--- src/rtl/bpred_pkg.sv ---
// bpred_pkg
//   Shared types and helpers for the fetch-stage branch predictor.
//   XLEN, TAG_W and CTR_W fix the field widths of a BTB entry.
//   btb_entry_t is one BTB line: valid, jump flag, tag, target and direction counter.
//   ctr_next() is the saturating counter step, with the same behaviour as sat_counter.
package bpred_pkg;

  localparam int XLEN  = 32;
  localparam int TAG_W = 8;
  localparam int CTR_W = 2;

  typedef struct packed {
    logic             valid;
    logic             is_jump;
    logic [TAG_W-1:0] tag;
    logic [XLEN-1:0]  target;
    logic [CTR_W-1:0] ctr;
  } btb_entry_t;

  function automatic logic [CTR_W-1:0] ctr_next(input logic [CTR_W-1:0] ctr, input logic taken);
    logic [CTR_W-1:0] result;
    result = ctr;
    if (taken && (ctr != {CTR_W{1'b1}})) result = ctr + 1'b1;
    else if (!taken && (ctr != '0))     result = ctr - 1'b1;
    return result;
  endfunction

endpackage

--- src/rtl/sat_counter.sv ---
// sat_counter
//   Combinational saturating up/down counter step.
//   Ports:
//     ctr     in   CTR_W  current counter value
//     taken   in   1      count up when 1, down when 0
//     ctrNext out  CTR_W  next value, held at 0 and at 2^CTR_W-1
module sat_counter #(
  parameter int CTR_W = 2
) (
  input  logic [CTR_W-1:0] ctr,
  input  logic             taken,
  output logic [CTR_W-1:0] ctrNext
);

  localparam logic [CTR_W-1:0] CtrMax = {CTR_W{1'b1}};

  always_comb begin
    ctrNext = ctr;
    if (taken) begin
      if (ctr != CtrMax) ctrNext = ctr + 1'b1;
    end else begin
      if (ctr != '0) ctrNext = ctr - 1'b1;
    end
  end

endmodule

--- src/rtl/branch_predictor.sv ---
// branch_predictor
//   Direct-mapped branch target buffer with per-entry saturating direction counters.
//   It predicts the next fetch PC from pcF in the same cycle. It trains from the
//   branch or jump resolved in E, and flags mispredicts so the pipe can be redirected.
//   Ports:
//     clk, reset_n                 clock, asynchronous active-low reset
//     pcF                          current fetch PC
//     pred_takenF, pred_pcF        prediction for the instruction at pcF
//     upd_valid .. upd_pred_target resolved branch/jump and the prediction it carried
//     invalidate                   clears every valid bit (fence.i / context switch)
//     mispredict, redirect_pc      resolution check and the corrected next PC
//     perf_branches                count of resolved branches, wraps modulo 2^PERF_W
//     perf_mispredicts             count of mispredicts, wraps modulo 2^PERF_W
module branch_predictor
  import bpred_pkg::*;
#(
  parameter int ENTRIES = 16,
  parameter int PERF_W  = 32
) (
  input  logic              clk,
  input  logic              reset_n,
  input  logic [XLEN-1:0]   pcF,
  output logic              pred_takenF,
  output logic [XLEN-1:0]   pred_pcF,
  input  logic              upd_valid,
  input  logic [XLEN-1:0]   upd_pc,
  input  logic              upd_is_jump,
  input  logic              upd_taken,
  input  logic [XLEN-1:0]   upd_target,
  input  logic              upd_pred_taken,
  input  logic [XLEN-1:0]   upd_pred_target,
  input  logic              invalidate,
  output logic              mispredict,
  output logic [XLEN-1:0]   redirect_pc,
  output logic [PERF_W-1:0] perf_branches,
  output logic [PERF_W-1:0] perf_mispredicts
);

  localparam int IDX_W = $clog2(ENTRIES);
  localparam logic [CTR_W-1:0] CtrWeakTaken = {1'b1, {(CTR_W-1){1'b0}}};

  btb_entry_t btb [ENTRIES];

  logic [IDX_W-1:0] fetchIdx;
  logic [TAG_W-1:0] fetchTag;
  btb_entry_t       fetchEntry;
  logic             fetchHit;

  logic [IDX_W-1:0] updIdx;
  logic [TAG_W-1:0] updTag;
  btb_entry_t       updEntry;
  logic             updHit;
  logic             updLegal;
  logic [CTR_W-1:0] updCtrNext;

  // Fetch lookup reads the stored state only. A same-cycle update to the same
  // line is not bypassed, so fetch sees the line as it was before that update.
  always_comb begin
    fetchIdx    = pcF[IDX_W+1:2];
    fetchTag    = pcF[IDX_W+2 +: TAG_W];
    fetchEntry  = btb[fetchIdx];
    fetchHit    = fetchEntry.valid && (fetchEntry.tag == fetchTag);
    pred_takenF = fetchHit && (fetchEntry.is_jump || fetchEntry.ctr[CTR_W-1]);
    pred_pcF    = pred_takenF ? fetchEntry.target : pcF + XLEN'(4);
  end

  // Resolution check against the prediction that travelled down the pipe.
  always_comb begin
    mispredict  = upd_valid &&
                  ((upd_taken != upd_pred_taken) ||
                   (upd_taken && (upd_target != upd_pred_target)));
    redirect_pc = upd_taken ? upd_target : upd_pc + XLEN'(4);
  end

  // A jump reported as not taken is malformed. It trains nothing.
  always_comb begin
    updIdx   = upd_pc[IDX_W+1:2];
    updTag   = upd_pc[IDX_W+2 +: TAG_W];
    updEntry = btb[updIdx];
    updHit   = updEntry.valid && (updEntry.tag == updTag);
    updLegal = !(upd_is_jump && !upd_taken);
  end

  sat_counter #(.CTR_W(CTR_W)) updCounter (
    .ctr     (updEntry.ctr),
    .taken   (upd_taken),
    .ctrNext (updCtrNext)
  );

  // BTB storage. invalidate drops only the valid bits and wins over a
  // same-cycle update. A miss allocates only when the branch was taken,
  // and a new line starts in the weakly-taken state.
  always_ff @(posedge clk or negedge reset_n) begin
    if (!reset_n) begin
      for (int i = 0; i < ENTRIES; i++) btb[i] <= '0;
    end else if (invalidate) begin
      for (int i = 0; i < ENTRIES; i++) btb[i].valid <= 1'b0;
    end else if (upd_valid && updLegal) begin
      if (updHit) begin
        btb[updIdx].ctr <= updCtrNext;
        if (upd_taken) begin
          btb[updIdx].target  <= upd_target;
          btb[updIdx].is_jump <= upd_is_jump;
        end
      end else if (upd_taken) begin
        btb[updIdx].valid   <= 1'b1;
        btb[updIdx].tag     <= updTag;
        btb[updIdx].target  <= upd_target;
        btb[updIdx].is_jump <= upd_is_jump;
        btb[updIdx].ctr     <= CtrWeakTaken;
      end
    end
  end

  // Performance counters keep counting during an invalidate cycle and wrap freely.
  always_ff @(posedge clk or negedge reset_n) begin
    if (!reset_n) begin
      perf_branches    <= '0;
      perf_mispredicts <= '0;
    end else begin
      perf_branches    <= perf_branches + PERF_W'(upd_valid);
      perf_mispredicts <= perf_mispredicts + PERF_W'(mispredict);
    end
  end

  illegalJumpUpdate: assert property (@(posedge clk) disable iff (!reset_n)
    upd_valid |-> !(upd_is_jump && !upd_taken));

endmodule

--- config.mk ---
export PLATFORM = sky130hd
export DESIGN_NAME = branch_predictor
export DESIGN_NICKNAME = d
export VERILOG_FILES = /design/src/rtl/bpred_pkg.sv /design/src/rtl/sat_counter.sv /design/src/rtl/branch_predictor.sv
export SDC_FILE = /design/constraint.sdc
export NUM_CORES = 2
export LEC_CHECK = 0
export ABC_AREA = 1
export BUFFER_PORTS_ARGS = -buffer_cell sky130_fd_sc_hd__clkbuf_2
export CORE_MARGIN = 1.5
export CORE_UTILIZATION = 54
export CTS_CLUSTER_DIAMETER = 200
export CTS_CLUSTER_SIZE = 10
export DETAILED_ROUTE_END_ITERATION = 10
export HOLD_SLACK_MARGIN = 0.06
export PLACE_DENSITY = 0.76
export SYNTH_ARGS = -nofsm -noshare
export SYNTH_HDL_FRONTEND = slang
export SYNTH_SLANG_ARGS = --single-unit
--- constraint.sdc ---
create_clock -name clk -period 3.3 [get_ports clk]
set_input_delay 0.66 -clock clk [delete_from_list [all_inputs] [get_ports clk]]
set_output_delay 0.66 -clock clk [all_outputs]
set_load 0.01 [all_outputs]
# Yosys cells after proc, flatten, opt, wreduce, memory -nomap -nowiden
# Index checks and enable logic that the tools add are counted.
# totals
regBits,768
inputBits,135
wordCells,166
# classes
addsub,6
order_cmp,3
eq_ne,5
muxes,49
bitwise_logic,3
reduce_logical,18
# op_table
op,count
704-bit bitwise mux,8
704-bit 2-to-1 mux,4
44-bit demux with 4-bit select,5
44-bit binary-select mux with 4-bit select,2
44-bit 2-to-1 mux,5
32-bit by 1-bit adder with 32-bit output,2
32-bit by 3-bit adder with 32-bit output (second input constant),2
32-bit 2-to-1 mux,2
43-bit 2-to-1 mux,1
42-bit 2-to-1 mux,1
34-bit 2-to-1 mux,1
32-bit inequality test,1
8-bit equality test,2
1-bit 2-to-1 mux,16
5-bit greater-or-equal comparator (second input constant),2
4-bit NOT with 5-bit output,2
1-bit logical AND,8
2-bit 2-to-1 mux,4
2-bit nonzero test,3
5-bit by 1-bit less-than comparator with 1-bit output (second input constant),1
3-bit AND reduction,1
3-bit nonzero test,1
2-bit by 1-bit adder with 2-bit output (second input constant),1
1-bit zero test,2
6 further kinds,7

# Longest topological paths before layout
# logic_depth
word_depth,14
mapped_depth,22
mapped_depth_nobuf,20

# Hierarchy
# From an unflattened synthesis, not the netlist that was laid out.
# unflattened
cells_unflattened,5130
area_unflattened_um2,39475.4
# modules_own_cells
module,n_inst,cells_per_inst,area_per_inst_um2,seq_area_each_um2
branch_predictor,1,5124,39450.3,19218.4
sat_counter,1,6,25.0,0.0

# Least setup slack after synthesis
# Ideal clock, no wire load.
# synth_path
path_kind,input to register
from,in upd_target[7]
to,reg perf_mispredicts[28]
setup_ns,0.126
arrival_ns,3.939
setup_slack_ns,-0.766
path_stages,19
n_path_buf,1
path_cell_list,clkbuf_1 -> clkinv_1 -> or2_2 -> o21ai_0 -> nor4_1 -> o2111a_1 -> a31oi_1 -> ha_1 -> ha_1 -> nand3_1 -> nor3b_1 -> nand3_1 -> nor3_1 -> nand4_1 -> nor2_1 -> nand3_1 -> nor2_1 -> nand2_1 -> xnor2_1
# synth_via
elab_chain_len,5
# synth_lines
item,line_no,rtl
from (decl),branch_predictor.sv:29,"input logic [XLEN-1:0] upd_target,"
32-bit inequality test,branch_predictor.sv:71,(upd_taken && (upd_target != upd_pred_target)));
1-bit logical AND,branch_predictor.sv:71,
1-bit logical OR,branch_predictor.sv:70,((upd_taken != upd_pred_taken) ||
1-bit logical AND,branch_predictor.sv:69,mispredict = upd_valid &&
net mispredict,branch_predictor.sv:33,"output logic mispredict,"
32-bit by 1-bit adder with 32-bit output,branch_predictor.sv:122,perf_mispredicts <= perf_mispredicts + PERF_W'(mispredict);
to (signal assigned),branch_predictor.sv:122,
to (decl),branch_predictor.sv:36,output logic [PERF_W-1:0] perf_mispredicts
# The timed path passes the listed nets, and every way through them passes these cells.
# A chain may end at the register's enable or synchronous reset.

# Final worst setup path
# layout_path
from,reg btb[127] (netlist name)
to,out pred_pcF[2]
# layout_via
elab_chain_len,7
# layout_lines
item,line_no,rtl
from (decl),branch_predictor.sv:42,btb_entry_t btb [ENTRIES];
44-bit binary-select mux with 4-bit select,branch_predictor.sv:61,fetchEntry = btb[fetchIdx];
44-bit 2-to-1 mux (not written as such) (2 in series),branch_predictor.sv:61,
8-bit equality test,branch_predictor.sv:62,fetchHit = fetchEntry.valid && (fetchEntry.tag == fetchTag);
1-bit logical AND,branch_predictor.sv:62,
1-bit logical AND,branch_predictor.sv:63,pred_takenF = fetchHit && (fetchEntry.is_jump || fetchEntry.ctr[CTR_W-1]);
32-bit 2-to-1 mux,branch_predictor.sv:64,pred_pcF = pred_takenF ? fetchEntry.target : pcF + XLEN'(4);
to (decl),branch_predictor.sv:24,"output logic [XLEN-1:0] pred_pcF,"
# No other way between the ends. The select of a mux whose other input is x is not followed.

==> summary.txt <==
Logic synthesis
  – Synthesized Nets: 5,176
  – XOR/XNOR Fraction of Synth Area: 0.02574
  – Seq/Total Area, Yosys: 0.4911
  – Post-Synth Adder-Cell Area: 0.002878
  – Synth Instances: 5,032
  – Main combinational cell family by area after synthesis: compound AO/OA/AOI/OAI gates
  – Synth cell types: 50
  – Synth Area in Simple Gates: 0.1739
  – Yosys top cell by area: dfrtp_1
  – Synthesized area: 0.03913 mm²
  – Top area cells in the synthesized netlist: dfrtp_1, o21ai_0, nand2_1
  – Number of synthesized register bits: 768
  – Post-synthesis mux area share: 0.0008633
  – Avg Cell Area, Syn: 7.776 µm²
  – Compound-gate portion of the synthesized area: 0.2157
  – Yosys Warn Count: 0
  – Synth top area share: 0.4911

Finish
  – Post-route cell area: 0.04755 mm²
  – Share of cells above drive strength 1: 0.1790
  – Synth-to-layout area growth: 21.51%
  – Fillcell total: 5,850
  – Post-Layout Cell Count: 6,388
  – Final Util: 0.6640
  – Layout net count: 5,575

Clock tree
  – Clk buf depth: 3
  – Clk Latency, worst-skew pair: 0.65 ns
  – TritonCTS buffer count: 86
  – Worst-path clk slew: 0.05 ns
  – H-tree depth: 3
  – CTS Sinks: 768
  – CTS tree: built
  – Clock root cell: clkbuf_16

Pwr
  – NetSw: 7.240 mW
  – Part of the power in combinational logic: 0.183
  – Internal cell power: 17.17 mW
  – Sw Share: 0.2966
  – Worst IR drop on VDD: 390.2 µV
  – Clock power frac: 0.346
  – Tot Pwr: 24.41 mW
  – Pwr Density: 513.5 mW/mm²
  – Leakage power: 22.71 nW
  – Sequential Power Share: 0.471

Global routing
  – Antenna violations before repair: 9
  – GRT Residual Overflow: 0
  – GRT Util Overall: 0.3727
  – Vias in the first global route: 36,040
  – Pin count of the biggest net entering global routing: 125
  – First-pass GRT wire length: 211,200 µm

Floorplanning
  – Starting density of the core: 0.5464
  – Die width: 272.2 µm
  – IO Pins: 265
  – Row cnt: 98
  – Height of the die: 272.2 µm
  – Core area: 0.07161 mm²
  – Die ar.: 0.07409 mm²

Timing
  – WHS: 0.3361 ns
  – Worst Setup Slack, final: -0.2101 ns
  – Period minus WS final: 3.510 ns
  – Fmax: 0.2849 GHz
  – Max-slew violation count: 0
  – Worst Skew: 0.03247 ns
  – Final worst path period share: 1.064
  – Final Hold Violating Endpoints: 0
  – Worst slew pin tran: 0.8103 ns
  – Unrepaired setup endpoints after global routing: true
  – Slew HR: 0.4541
  – # setup viols final: 32

Route
  – Routed WL per cell: 21.72 µm
  – Highest Signal Layer: met5
  – M1 WL: 53,000 µm
  – Met3 routed WL: 16,530 µm
  – Initial DRT Pass Iterations: 6
  – Via-to-Cell Ratio: 5.905
  – Drt total wl: 138,800 µm
  – Drt first-iter violations: 4,220
  – Via count: 37,720
  – Antenna Nets Post-Route: 0
  – Drc violations: 0
  – Met2 wire length: 61,040 µm

Place
  – Final Wtd Congestion: 0.9646
  – Placement Cell Area: 0.04392 mm²
  – Dpl cells: 6,258
  – Port Buf Inserts: 264
  – DP Wirelength: 92,640 µm

Setup path
  – Crit path max-delay cell type: dfrtp_1
  – Maximum fanout along the worst path: 9
  – R2R cell count: 23
  – Critical path's largest stage delay: 0.38 ns
  – Crit path kind: flop to output port
  – Critical path cell sequence: inv_2 > a21oi_2 > o21ai_1 > nand2_1 > nand2_1 > nand2_1 > inv_1 > nand2_1 > xor2_1 > nor2_1 > nand2_1 > nor2_1 > nand3_1 > buf_8 > buf_6 > o21ai_4 > buf_6 > buf_6
  – Worst path required time: 2.64 ns
  – CP Capture Type: output port
  – CP arrival: 2.85 ns
  – Critical Path Source Type: flop
  – CP most frequent cell: nand2_1

Outcome
  – Failing checks: negative setup slack
  – Status: complete, but fails checks

Min path
  – Worst Hold Class: primary input to flop
  – Hold Path Stages: 3

Job
  – Max cap viols: 0
[state kept, by name (all words and copies together), names as in the netlist]
name / flops
perf_branches: 32
btb: 704
perf_mispredicts: 32
[through the flow]
| stage | setup WS [ns] | TNS (ns) |
|---|---|---|
| final | -0.2101 | -4.235 |
| after global routing | -0.3513 | -8.819 |
| after CTS | -0.1536 | -3.422 |
| after detailed placement | -1.512 | -53.02 |
| after global placement | -1.481 | -50.64 |
| after floorplan | -0.1088 | -0.1469 |
[cell type report]
type / count / area, µm² / area share
Clock inverter: 5 / 101.3 / 0.002132
Inverter: 499 / 1956 / 0.04113
Clock buffer: 88 / 2191 / 0.04608
Tap cell: 950 / 1189 / 0.02500
Multi-Input combinational cell: 3398 / 17210 / 0.3620
Sequential cell: 768 / 19220 / 0.4042
Timing Repair Buffer: 678 / 5673 / 0.1193
Antenna cell: 2 / 5.005 / 0.0001053
[power groups by stage]
stage / Sequential (mW) / Clock, mW / Combinational [mW]
final: 11.5 / 8.44 / 4.48
after global routing: 11.6 / 8.83 / 4.98
after CTS: 11.5 / 8.48 / 4.34
after detailed placement: 11.6 / 0 / 4.18
after global placement: 11.6 / 0 / 4.05
after floorplan: 11.5 / 0 / 2.50
[logic make-up after synthesis]
group	Yosys count
and+or+nand+nor	1646
AOI/OAI and AO/OA	1625
buffers and inverters	866
DFF	768
xor gates and xnor gates	115
adders and majority gates	9
muxes	3
[path summary, 6_finish.rpt]
path                                             start                     endpoint  slack [ns]
setup reg to reg                  btb[127]$_DFFE_PN0P_         btb[699]$_DFFE_PN0P_        0.34
max in group asynchronous                      reset_n          btb[34]$_DFFE_PN0P_        1.75
hold reg to reg            perf_branches[31]$_DFF_PN0_  perf_branches[31]$_DFF_PN0_        0.47
setup / recovery                  btb[127]$_DFFE_PN0P_                  pred_pcF[2]       -0.21
hold / removal                          upd_target[27]         btb[161]$_DFFE_PN0P_        0.34
min in group asynchronous                      reset_n         btb[142]$_DFFE_PN0P_        0.59
[routing by layer]
layer	GRT usage	up-vias
met2	0.5664	2188
met1	0.4888	17760
met4	0.1972	8
li1	-	17270
met3	0.09997	501
met5	0	-
[cell usage after synthesis (all sizes together)]
| cell | count |
|---|---|
| a22oi | 1 |
| ha | 9 |
| a211oi | 2 |
| o211ai | 10 |
| a221oi | 6 |
| or2 | 4 |
| buf | 144 |
| nand4 | 28 |
| dfrtp | 768 |
| a21boi | 32 |
| nand2 | 947 |
| nor4 | 19 |
| nand3 | 185 |
| and3b | 1 |
| o22ai | 11 |
| nor3b | 5 |
| o2111a | 1 |
| clkinv | 21 |
| o31ai | 2 |
| mux2 | 3 |
| xnor2 | 32 |
| clkbuf | 223 |
| xor2 | 83 |
| nor3 | 39 |
| and3 | 2 |
| a31oi | 3 |
| a311o | 9 |
| a21oi | 598 |
| inv | 478 |
| nor2b | 1 |
| a311oi | 23 |
| nor2 | 415 |
| o21ai | 927 |
[cells in the final DEF (no fill, tap or decap), types with 7 or more instances in the layout]
cell type,instances
nor2_4,15
o21ai_4,10
a311o_1,8
o22ai_1,10
clkbuf_2,227
nor3_2,14
buf_12,71
nor2_2,23
nor2_1,377
buf_6,42
o21ai_0,848
nor3_1,14
a21boi_0,32
o21ai_1,53
clkbuf_16,89
buf_4,316
o21ai_2,16
nor4_1,15
xor2_1,79
buf_2,9
dfrtp_1,768
inv_1,462
nor3_4,11
a311oi_1,20
clkinv_1,7
nand4_1,27
nand2_4,8
nand2_1,910
xnor2_1,32
a21oi_1,596
nand2_2,29
nand3_1,170
nand3_2,12
inv_2,11
o211ai_1,8
[repair_timing]
action	4_1_cts	5_1_grt
endpoints found under the setup margin	77	52
hold endpoints to repair	32	0
hold buffers	1	0
pin swaps	29	40
gates cloned	2	2
setup buffers	22	12
resized for setup	167	138
[worst max-delay path: cells and delay by family (launching register included)]
| kind | cells | cell delay, ns |
|---|---|---|
| compound gates | 3 | 0.27 |
| xor+xnor | 1 | 0.15 |
| buf+inv | 6 | 0.70 |
| simple gates | 8 | 0.69 |
| flops | 1 | 0.38 |
Note: power is estimated with default switching activity, not from simulation.
